### src/rtl/ascon_pkg.sv
// Shared ASCON definitions: mode encodings, squeeze FSM states, round constants,
// the five-lane state type and small beat/rotation helpers.
package ascon_pkg;

   typedef enum logic [1:0] {
      SEL_AEAD128 = 2'b00,
      SEL_HASH256 = 2'b01,
      SEL_XOF128  = 2'b10,
      SEL_CXOF128 = 2'b11
   } sel_type_e;

   typedef enum logic [1:0] {
      ST_IDLE    = 2'd0,
      ST_EMIT    = 2'd1,
      ST_PERMUTE = 2'd2,
      ST_DONE    = 2'd3
   } sq_state_e;

   localparam int unsigned HASH256_OUT_BYTES = 32;
   localparam int unsigned MAX_ROUNDS        = 12;

   // Constant for round i of p12 is 0xF0 - 0x0F*i; pN uses the last N entries.
   localparam logic [7:0] ROUND_CONST [0:11] = '{
      8'hF0, 8'hE1, 8'hD2, 8'hC3, 8'hB4, 8'hA5,
      8'h96, 8'h87, 8'h78, 8'h69, 8'h5A, 8'h4B
   };

   typedef struct packed {
      logic [63:0] x0;
      logic [63:0] x1;
      logic [63:0] x2;
      logic [63:0] x3;
      logic [63:0] x4;
   } ascon_state_t;

   function automatic logic [63:0] rotr64(input logic [63:0] x, input int unsigned n);
      return (x >> n) | (x << (64 - n));
   endfunction

   // Bytes carried by the next beat; a compare, so a huge remaining count saturates at 8.
   function automatic logic [3:0] beat_bytes(input logic [31:0] rem);
      return (rem >= 32'd8) ? 4'd8 : rem[3:0];
   endfunction

   function automatic logic [63:0] beat_mask(input logic [3:0] n);
      logic [63:0] m;
      for (int b = 0; b < 8; b++) begin
         m[8*b +: 8] = (4'(b) < n) ? 8'hFF : 8'h00;
      end
      return m;
   endfunction

endpackage

### src/rtl/ascon_round.sv
// One combinational ASCON round: constant addition on x2, 5-bit S-box layer, linear diffusion.
// State bus packs x0 in [319:256] down to x4 in [63:0].
module ascon_round
   import ascon_pkg::*;
(
   input  logic [319:0] state_i,
   input  logic [7:0]   rc_i,
   output logic [319:0] state_o
);

   ascon_state_t a;
   ascon_state_t b;
   ascon_state_t c;
   logic [63:0]  t0, t1, t2, t3, t4;

   always_comb begin
      a    = state_i;
      a.x2 = a.x2 ^ {56'h0, rc_i};

      // Bit-sliced S-box: input mix, chi-like core, output mix.
      a.x0 = a.x0 ^ a.x4;
      a.x4 = a.x4 ^ a.x3;
      a.x2 = a.x2 ^ a.x1;
      t0   = ~a.x0 & a.x1;
      t1   = ~a.x1 & a.x2;
      t2   = ~a.x2 & a.x3;
      t3   = ~a.x3 & a.x4;
      t4   = ~a.x4 & a.x0;
      b.x0 = a.x0 ^ t1;
      b.x1 = a.x1 ^ t2;
      b.x2 = a.x2 ^ t3;
      b.x3 = a.x3 ^ t4;
      b.x4 = a.x4 ^ t0;
      b.x1 = b.x1 ^ b.x0;
      b.x0 = b.x0 ^ b.x4;
      b.x3 = b.x3 ^ b.x2;
      b.x2 = ~b.x2;

      c.x0 = b.x0 ^ rotr64(b.x0, 19) ^ rotr64(b.x0, 28);
      c.x1 = b.x1 ^ rotr64(b.x1, 61) ^ rotr64(b.x1, 39);
      c.x2 = b.x2 ^ rotr64(b.x2, 1)  ^ rotr64(b.x2, 6);
      c.x3 = b.x3 ^ rotr64(b.x3, 10) ^ rotr64(b.x3, 17);
      c.x4 = b.x4 ^ rotr64(b.x4, 7)  ^ rotr64(b.x4, 41);
   end

   assign state_o = c;

endmodule

### src/rtl/ascon_squeeze.sv
// ASCON squeeze engine: emits digest/XOF output as 64-bit beats, running pN between beats.
// Define ASCON_SQUEEZE_UNROLL2_EN to chain two rounds per PERMUTE cycle (ROUNDS must be even).
module ascon_squeeze
   import ascon_pkg::*;
#(
   parameter int unsigned ROUNDS = 12
)
(
   input  logic        clk,
   input  logic        rst_n,
   input  logic        start,
   input  logic [1:0]  sel_type,
   input  logic [31:0] out_length,
   input  logic [63:0] x0_i,
   input  logic [63:0] x1_i,
   input  logic [63:0] x2_i,
   input  logic [63:0] x3_i,
   input  logic [63:0] x4_i,
   output logic [63:0] out_data,
   output logic [3:0]  out_bytes,
   output logic        out_last,
   output logic        out_valid,
   input  logic        out_ready,
   output logic        busy,
   output logic        done,
   output logic        err
);

   localparam logic [3:0] RC_BASE  = 4'(MAX_ROUNDS - ROUNDS);
   localparam logic [3:0] LAST_RND = 4'(ROUNDS);
`ifdef ASCON_SQUEEZE_UNROLL2_EN
   localparam logic [3:0] STEP     = 4'd2;
`else
   localparam logic [3:0] STEP     = 4'd1;
`endif

   // Stream handshake: a beat transfers on a rising edge where out_valid and out_ready are
   // both high; while out_valid is high without out_ready, the beat fields do not change.
   sq_state_e    state_q, state_d;
   ascon_state_t x_q, x_d;
   logic [31:0]  rem_q, rem_d;
   logic [3:0]   rnd_q, rnd_d;
   logic [63:0]  out_data_q, out_data_d;
   logic [3:0]   out_bytes_q, out_bytes_d;
   logic         out_last_q, out_last_d;
   logic         out_valid_q, out_valid_d;
   logic         busy_q, busy_d;
   logic         done_q, done_d;
   logic         err_q, err_d;

   logic [3:0]   rc_idx0;
   logic [7:0]   rc0;
   logic [319:0] r0_out;
   ascon_state_t perm_next;
   logic [3:0]   rnd_next;
   logic         reject;
   logic [31:0]  load_rem;
   logic [3:0]   n_load;
   logic [3:0]   n_perm;

   assign rc_idx0 = RC_BASE + rnd_q;
   assign rc0     = (rc_idx0 < 4'd12) ? ROUND_CONST[rc_idx0] : 8'h00;

   ascon_round u_round0 (
      .state_i (x_q),
      .rc_i    (rc0),
      .state_o (r0_out)
   );

`ifdef ASCON_SQUEEZE_UNROLL2_EN
   logic [3:0]   rc_idx1;
   logic [7:0]   rc1;
   logic [319:0] r1_out;

   assign rc_idx1 = rc_idx0 + 4'd1;
   assign rc1     = (rc_idx1 < 4'd12) ? ROUND_CONST[rc_idx1] : 8'h00;

   ascon_round u_round1 (
      .state_i (r0_out),
      .rc_i    (rc1),
      .state_o (r1_out)
   );

   assign perm_next = r1_out;
`else
   assign perm_next = r0_out;
`endif

   assign reject   = (sel_type == SEL_AEAD128) || ((out_length == 32'd0) && sel_type[1]);
   assign load_rem = (sel_type == SEL_HASH256) ? 32'(HASH256_OUT_BYTES) : out_length;
   assign n_load   = beat_bytes(load_rem);
   assign n_perm   = beat_bytes(rem_q);
   assign rnd_next = rnd_q + STEP;

   always_comb begin
      state_d     = state_q;
      x_d         = x_q;
      rem_d       = rem_q;
      rnd_d       = rnd_q;
      out_data_d  = out_data_q;
      out_bytes_d = out_bytes_q;
      out_last_d  = out_last_q;
      out_valid_d = out_valid_q;
      done_d      = 1'b0;
      err_d       = 1'b0;

      case (state_q)
         ST_IDLE: begin
            if (start) begin
               if (reject) begin
                  err_d = 1'b1;
               end else begin
                  x_d         = {x0_i, x1_i, x2_i, x3_i, x4_i};
                  rem_d       = load_rem;
                  state_d     = ST_EMIT;
                  out_valid_d = 1'b1;
                  out_bytes_d = n_load;
                  out_data_d  = x0_i & beat_mask(n_load);
                  out_last_d  = (load_rem <= 32'd8);
               end
            end
         end
         ST_EMIT: begin
            if (out_ready) begin
               rem_d       = rem_q - {28'h0, out_bytes_q};
               out_valid_d = 1'b0;
               out_data_d  = 64'h0;
               out_bytes_d = 4'h0;
               out_last_d  = 1'b0;
               // out_last_q already encodes remaining <= 8, i.e. this beat drains it.
               if (out_last_q) begin
                  state_d = ST_DONE;
                  done_d  = 1'b1;
               end else begin
                  state_d = ST_PERMUTE;
                  rnd_d   = 4'h0;
               end
            end
         end
         ST_PERMUTE: begin
            x_d   = perm_next;
            rnd_d = rnd_next;
            if (rnd_next >= LAST_RND) begin
               state_d     = ST_EMIT;
               rnd_d       = 4'h0;
               out_valid_d = 1'b1;
               out_bytes_d = n_perm;
               out_data_d  = perm_next.x0 & beat_mask(n_perm);
               out_last_d  = (rem_q <= 32'd8);
            end
         end
         ST_DONE: begin
            state_d = ST_IDLE;
         end
         default: begin
            state_d = ST_IDLE;
         end
      endcase

      busy_d = (state_d != ST_IDLE);
   end

   always_ff @(posedge clk or negedge rst_n) begin
      if (!rst_n) begin
         state_q     <= ST_IDLE;
         x_q         <= '0;
         rem_q       <= 32'h0;
         rnd_q       <= 4'h0;
         out_data_q  <= 64'h0;
         out_bytes_q <= 4'h0;
         out_last_q  <= 1'b0;
         out_valid_q <= 1'b0;
         busy_q      <= 1'b0;
         done_q      <= 1'b0;
         err_q       <= 1'b0;
      end else begin
         state_q     <= state_d;
         x_q         <= x_d;
         rem_q       <= rem_d;
         rnd_q       <= rnd_d;
         out_data_q  <= out_data_d;
         out_bytes_q <= out_bytes_d;
         out_last_q  <= out_last_d;
         out_valid_q <= out_valid_d;
         busy_q      <= busy_d;
         done_q      <= done_d;
         err_q       <= err_d;
      end
   end

   assign out_data  = out_data_q;
   assign out_bytes = out_bytes_q;
   assign out_last  = out_last_q;
   assign out_valid = out_valid_q;
   assign busy      = busy_q;
   assign done      = done_q;
   assign err       = err_q;

endmodule

### config.mk
export PLATFORM = sky130hd
export DESIGN_NAME = ascon_squeeze
export DESIGN_NICKNAME = d
export VERILOG_FILES = /design/src/rtl/ascon_pkg.sv /design/src/rtl/ascon_round.sv /design/src/rtl/ascon_squeeze.sv
export SDC_FILE = /design/constraint.sdc
export NUM_CORES = 2
export LEC_CHECK = 0
export ABC_AREA = 1
export BUFFER_PORTS_ARGS = -buffer_cell sky130_fd_sc_hd__buf_2
export CAP_MARGIN = 20
export CORE_AREA = 3 3 264 266
export CTS_CLUSTER_DIAMETER = 40
export DETAILED_ROUTE_END_ITERATION = 8
export DIE_AREA = 0 0 267 269
export PLACE_DENSITY_LB_ADDON = 0.1
export SLEW_MARGIN = 5
export SYNTH_ARGS = -nofsm -noshare
export SYNTH_HDL_FRONTEND = slang
export SYNTH_SLANG_ARGS = --single-unit
### constraint.sdc
create_clock -name clk -period 2.6 [get_ports clk]
set_input_delay 0.26 -clock clk [delete_from_list [all_inputs] [get_ports clk]]
set_output_delay 0.26 -clock clk [all_outputs]
set_load 0.01 [all_outputs]
==> metrics.md, run 1 <==
| Metric | Value |
|---|---|
| Die Y | `269 µm` |
| Sink Count | `431` |
| Clk buf depth | `3` |
| Root buffer cell | `clkbuf_16` |
| Syn_area_per_cell | `6.04 µm²` |
| Floorplan row count | `95` |
| Synth unique cells | `49` |
| Yosys warning count | `0` |
| Largest net degree at the start of global routing | `109` |
| Initial Util | `61.1%` |
| Status | `aborted with a tool error` |
| Err | `[ERROR GRT-0116] Global routing finished with congestion. Check the congestion regions in the DRC Viewer.` |
| Sequential area share after synthesis | `26.3%` |
| Post-DP Area | `49100 µm²` |
| Global-route wire length before repair | `417000 µm` |
| Synth top area share | `29.8%` |
| Port bufs | `430` |
| Syn_nets | `7294` |
| Die Wd | `267 µm` |
| Area leader, netlist | `nand2_1` |
| Synth Register Bits | `431` |
| Number of I/O pins | `431` |
| Top cells by area, synth | `nand2_1, dfrtp_1, nand3_1` |
| Vias in the first global route | `61.6k` |
| GRT Util Overall | `79.7%` |
| Synthesized cell area | `41100 µm²` |
| Mapped Cells | `6798` |
| CTS H-tree depth | `3` |
| TritonCTS buffer count | `90` |
| RD Place Congestion | `1.27` |
| Halt Stage | `global routing` |
| Grt total ovfl | `139` |
| Dpl hpwl | `191000 µm` |
==> per-stage QoR <==
stage	TNS, ns	hold slack, ns	std cells	setup WS [ns]	util (%)
after global placement	-0.917	0.199	8573	-0.318	73.0
after floorplan	0	-0.0356	6798	0.327	-
after detailed placement	-0.965	0.193	8573	-0.316	73.0
after CTS	0	0.000279	8929	0.00235	80.7
==> routing by layer <==
layer | track usage (%) | overflow
met5 | 30.8 | 1
met4 | 80.7 | 42
met3 | 67.6 | 6
met2 | 93.8 | 87
met1 | 79.6 | 3
==> Yosys cell counts (all sizes together) <==
| master | n |
|---|---|
| and3 | 1 |
| dfrtp | 431 |
| a31o | 1 |
| nand3b | 36 |
| fa | 1 |
| a21oi | 112 |
| a211oi | 1 |
| o211ai | 76 |
| clkinv | 3 |
| o22ai | 2 |
| xor2 | 231 |
| nor2 | 233 |
| nand4 | 94 |
| clkbuf | 89 |
| o31ai | 7 |
| o21bai | 1 |
| inv | 662 |
| buf | 97 |
| o21ai | 462 |
| or2 | 2 |
| nor4 | 1 |
| nor3 | 5 |
| ha | 137 |
| a31oi | 4 |
| a21boi | 51 |
| nand3 | 599 |
| nand2 | 3271 |
| o2111ai | 1 |
| xnor2 | 187 |
==> cell families after synthesis <==
family	synth area share (%)
simple gates	41.8
xor+xnor	8.98
buf+inv	8.31
compound gates	10.4
flops	26.3
fa+ha+maj	4.22
==> what timing repair did <==
action                                 4_1_cts
buffers inserted                             0
endpoints found under the hold margin      349
setup endpoints to repair                    7
resized for setup                           12
hold buffers                               189
pin swaps                                    2
==> inputs of run 2 (changes only) <==
- CORE_AREA: 3 3 264 266 -> 3 3 325 327
- CTS_CLUSTER_DIAMETER: 40 -> default
- DIE_AREA: 0 0 267 269 -> 0 0 328 330
- PLACE_DENSITY_LB_ADDON: 0.1 -> 0.15
==> metrics.md, run 2 <==
| Metric | Value |
|---|---|
| Port bufs | `430` |
| WP data arrival | `3.18 ns` |
| Synth top area share | `29.8%` |
| Hold Path Stages | `5` |
| Grt total ovfl | `0` |
| Layout cells sized above 1 | `20.0%` |
| Number of I/O pins | `431` |
| Synth unique cells | `49` |
| Fmax achieved | `0.382 GHz` |
| Nets@finish | `8795` |
| Largest net degree at the start of global routing | `126` |
| Yosys warning count | `0` |
| Area leader, netlist | `nand2_1` |
| Top cells by area, synth | `nand2_1, dfrtp_1, nand3_1` |
| Die Wd | `328 µm` |
| Commonest cells after routing, fill and taps aside | `nand2_1, buf_4, inv_1` |
| Area occupied by multi-input gates | `27300 µm²` |
| Vias | `53.9k` |
| Final Cell Area | `57200 µm²` |
| Synth Register Bits | `431` |
| Register area | `10800 µm²` |
| 1st-iter DRT viols | `7496` |
| Failing checks | `negative setup slack` |
| Worst slew pin tran | `0.801 ns` |
| Final Hold Fails | `0` |
| R2r endpoint | `x_q[188]$_DFFE_PN0P_` |
| Sequential area share after synthesis | `26.3%` |
| Startpoint types | `flop` |
| Post-DRT Antenna Nets | `0` |
| Clk_skew | `0.0395 ns` |
| Post-synth EDFFs | `0` |
| Largest reg by FF count | `x_q` |
| Via/cell ratio | `5.54` |
| Place WS | `-0.111 ns` |
| Critical-path maximum fanout | `3` |
| Routed wire length | `262000 µm` |
| Die Y | `330 µm` |
| Tcrit/Tclk final | `101%` |
| Element type at the critical path end | `flop` |
| RSZ-0062 raised after global routing | `true` |
| Clk buf depth | `3` |
| Critical R2R Launch | `x_q[125]$_DFFE_PN0P_` |
| RD Place Congestion | `1.13` |
| Floorplan row count | `118` |
| Initial Util | `39.8%` |
| Global-route wire length before repair | `358000 µm` |
| Root buffer cell | `clkbuf_16` |
| CTS tree | `built` |
| Status | `finished with violations` |
| Clock slew at reported path FFs | `0.06 ns` |
| Hold endpoint | `rem_q[23]$_DFFE_PN0P_` |
| Number of max-cap violations | `0` |
| Dpl hpwl | `220000 µm` |
| Most instantiated cells after synthesis | `nand2_1, inv_1, nand3_1` |
| Setup Viol. Count Final | `2` |
| Clock Latency Late Sink | `0.71 ns` |
| # DRC | `0` |
| Final setup margin | `-0.0179 ns` |
| Syn_nets | `7294` |
| Required time of the critical path | `3.17 ns` |
| Synthesized cell area | `41100 µm²` |
| Crit Path Category | `flop to flop` |
| Sink Count | `431` |
| Commonest non-fill, non-tap cell in the layout | `nand2_1` |
| Mapped Cells | `6798` |
| Ys async rst share | `100%` |
| Die Area | `108000 µm²` |
| Hold_ws | `0.0152 ns` |
| Top_reg_cell synth | `dfrtp_1` |
| Final Max Tran Viols | `0` |
| Max reg flops | `320` |
| Top-count cell post-synth | `nand2_1` |
| Vias in the first global route | `48.4k` |
| TritonCTS buffer count | `58` |
| Initial antenna violation count | `20` |
| WL/cell | `27.0 µm` |
| Core box area | `103000 µm²` |
| Slew HR | `46.1%` |
| Fin crit period | `2.62 ns` |
| Cells on worst reg2reg path | `9` |
| Area Growth Syn to Fin | `39.3%` |
| Fillers | `10.2k` |
| CTS H-tree depth | `2` |
| Total negative setup slack | `-0.0218 ns` |
| Hold Startpoint | `out_length[23]` |
| Post-DP Area | `52200 µm²` |
| Hold crit path type | `input port to flop` |
| Drt first pass iters | `7` |
| GRT Util Overall | `47.0%` |
| Syn_area_per_cell | `6.04 µm²` |
| Worst R2R Setup Slack | `-0.02 ns` |
[run 2: cell counts after synthesis]
No cell type changed its count.
[run 2: worst max-delay path by stage]
stage / startpoint / to / cells past startpoint
after floorplan: rnd_q[2]$_DFFE_PN0P_ / x_q[118]$_DFFE_PN0P_ / 15
after global placement: rnd_q[3]$_DFFE_PN0P_ / x_q[118]$_DFFE_PN0P_ / 16
after detailed placement: rnd_q[3]$_DFFE_PN0P_ / x_q[118]$_DFFE_PN0P_ / 15
after CTS: rnd_q[2]$_DFFE_PN0P_ / x_q[67]$_DFFE_PN0P_ / 18
after global routing: rnd_q[2]$_DFFE_PN0P_ / x_q[122]$_DFFE_PN0P_ / 16
final: x_q[125]$_DFFE_PN0P_ / x_q[188]$_DFFE_PN0P_ / 9
[run 2: area by class of cell]
type | instances | area share, %
Clock buffer | 82 | 2.92
Sequential cell | 431 | 18.9
Multi-Input combinational cell | 5516 | 47.7
Clock inverter | 21 | 0.560
Inverter | 665 | 4.42
Timing Repair Buffer | 1627 | 22.5
Antenna cell | 3 | 0.0131
Tap cell | 1380 | 3.02
[run 2: repair_timing]
| item | 4_1_cts | 5_1_grt |
|---|---|---|
| hold buffers | 251 | 0 |
| pin swaps | 1 | 13 |
| endpoints found under the hold margin | 496 | 0 |
| gates resized for setup | 14 | 110 |
| buffers inserted | 0 | 9 |
| setup endpoints to repair | 16 | 107 |
[run 2: stage by stage]
step	instances	util [%]
floorplan	6798	-
global placement	9359	50.6
detailed placement	9359	50.6
CTS	9713	55.0
global route	9722	55.5
finish	9725	55.5
[run 2: critical path: stages, from the launching register on]
cell and delay [ns]:
dfrtp_1 0.58, inv_1 0.14, ha_1 0.24, xor2_1 0.20
buf_4 0.20, xnor2_1 0.43, xor2_2 0.30, nand2_1 0.13
o211ai_2 0.19, nand2_1 0.08
[run 2: kinds of logic (layout without fill, tap and decap cells)]
logic type	Yosys count	in the layout	share of synthesized area, %
adders and majority gates	138	138	4.22
AOI/OAI and AO/OA	718	718	10.4
xor gates and xnor gates	418	418	8.98
and+or+nand+nor	4242	4242	41.8
other	0	3	0
DFF	431	431	26.3
buffers and inverters	851	2395	8.31
[run 2: metal layers]
layer	vias to the layer above	share of wire (%)	wire length (µm)	global-route usage (%)
li1	24500	-	-	-
met3	724	11	29500	10.6
met5	-	0.044	115	0
met1	25300	39	102000	60.9
met2	3316	41	107000	68.8
met4	18	8.9	23500	33.5
Power of run 2 is left out: the tool's default activity adds up to more than one toggle a clock period on the data nets, which glitch-free logic cannot reach.
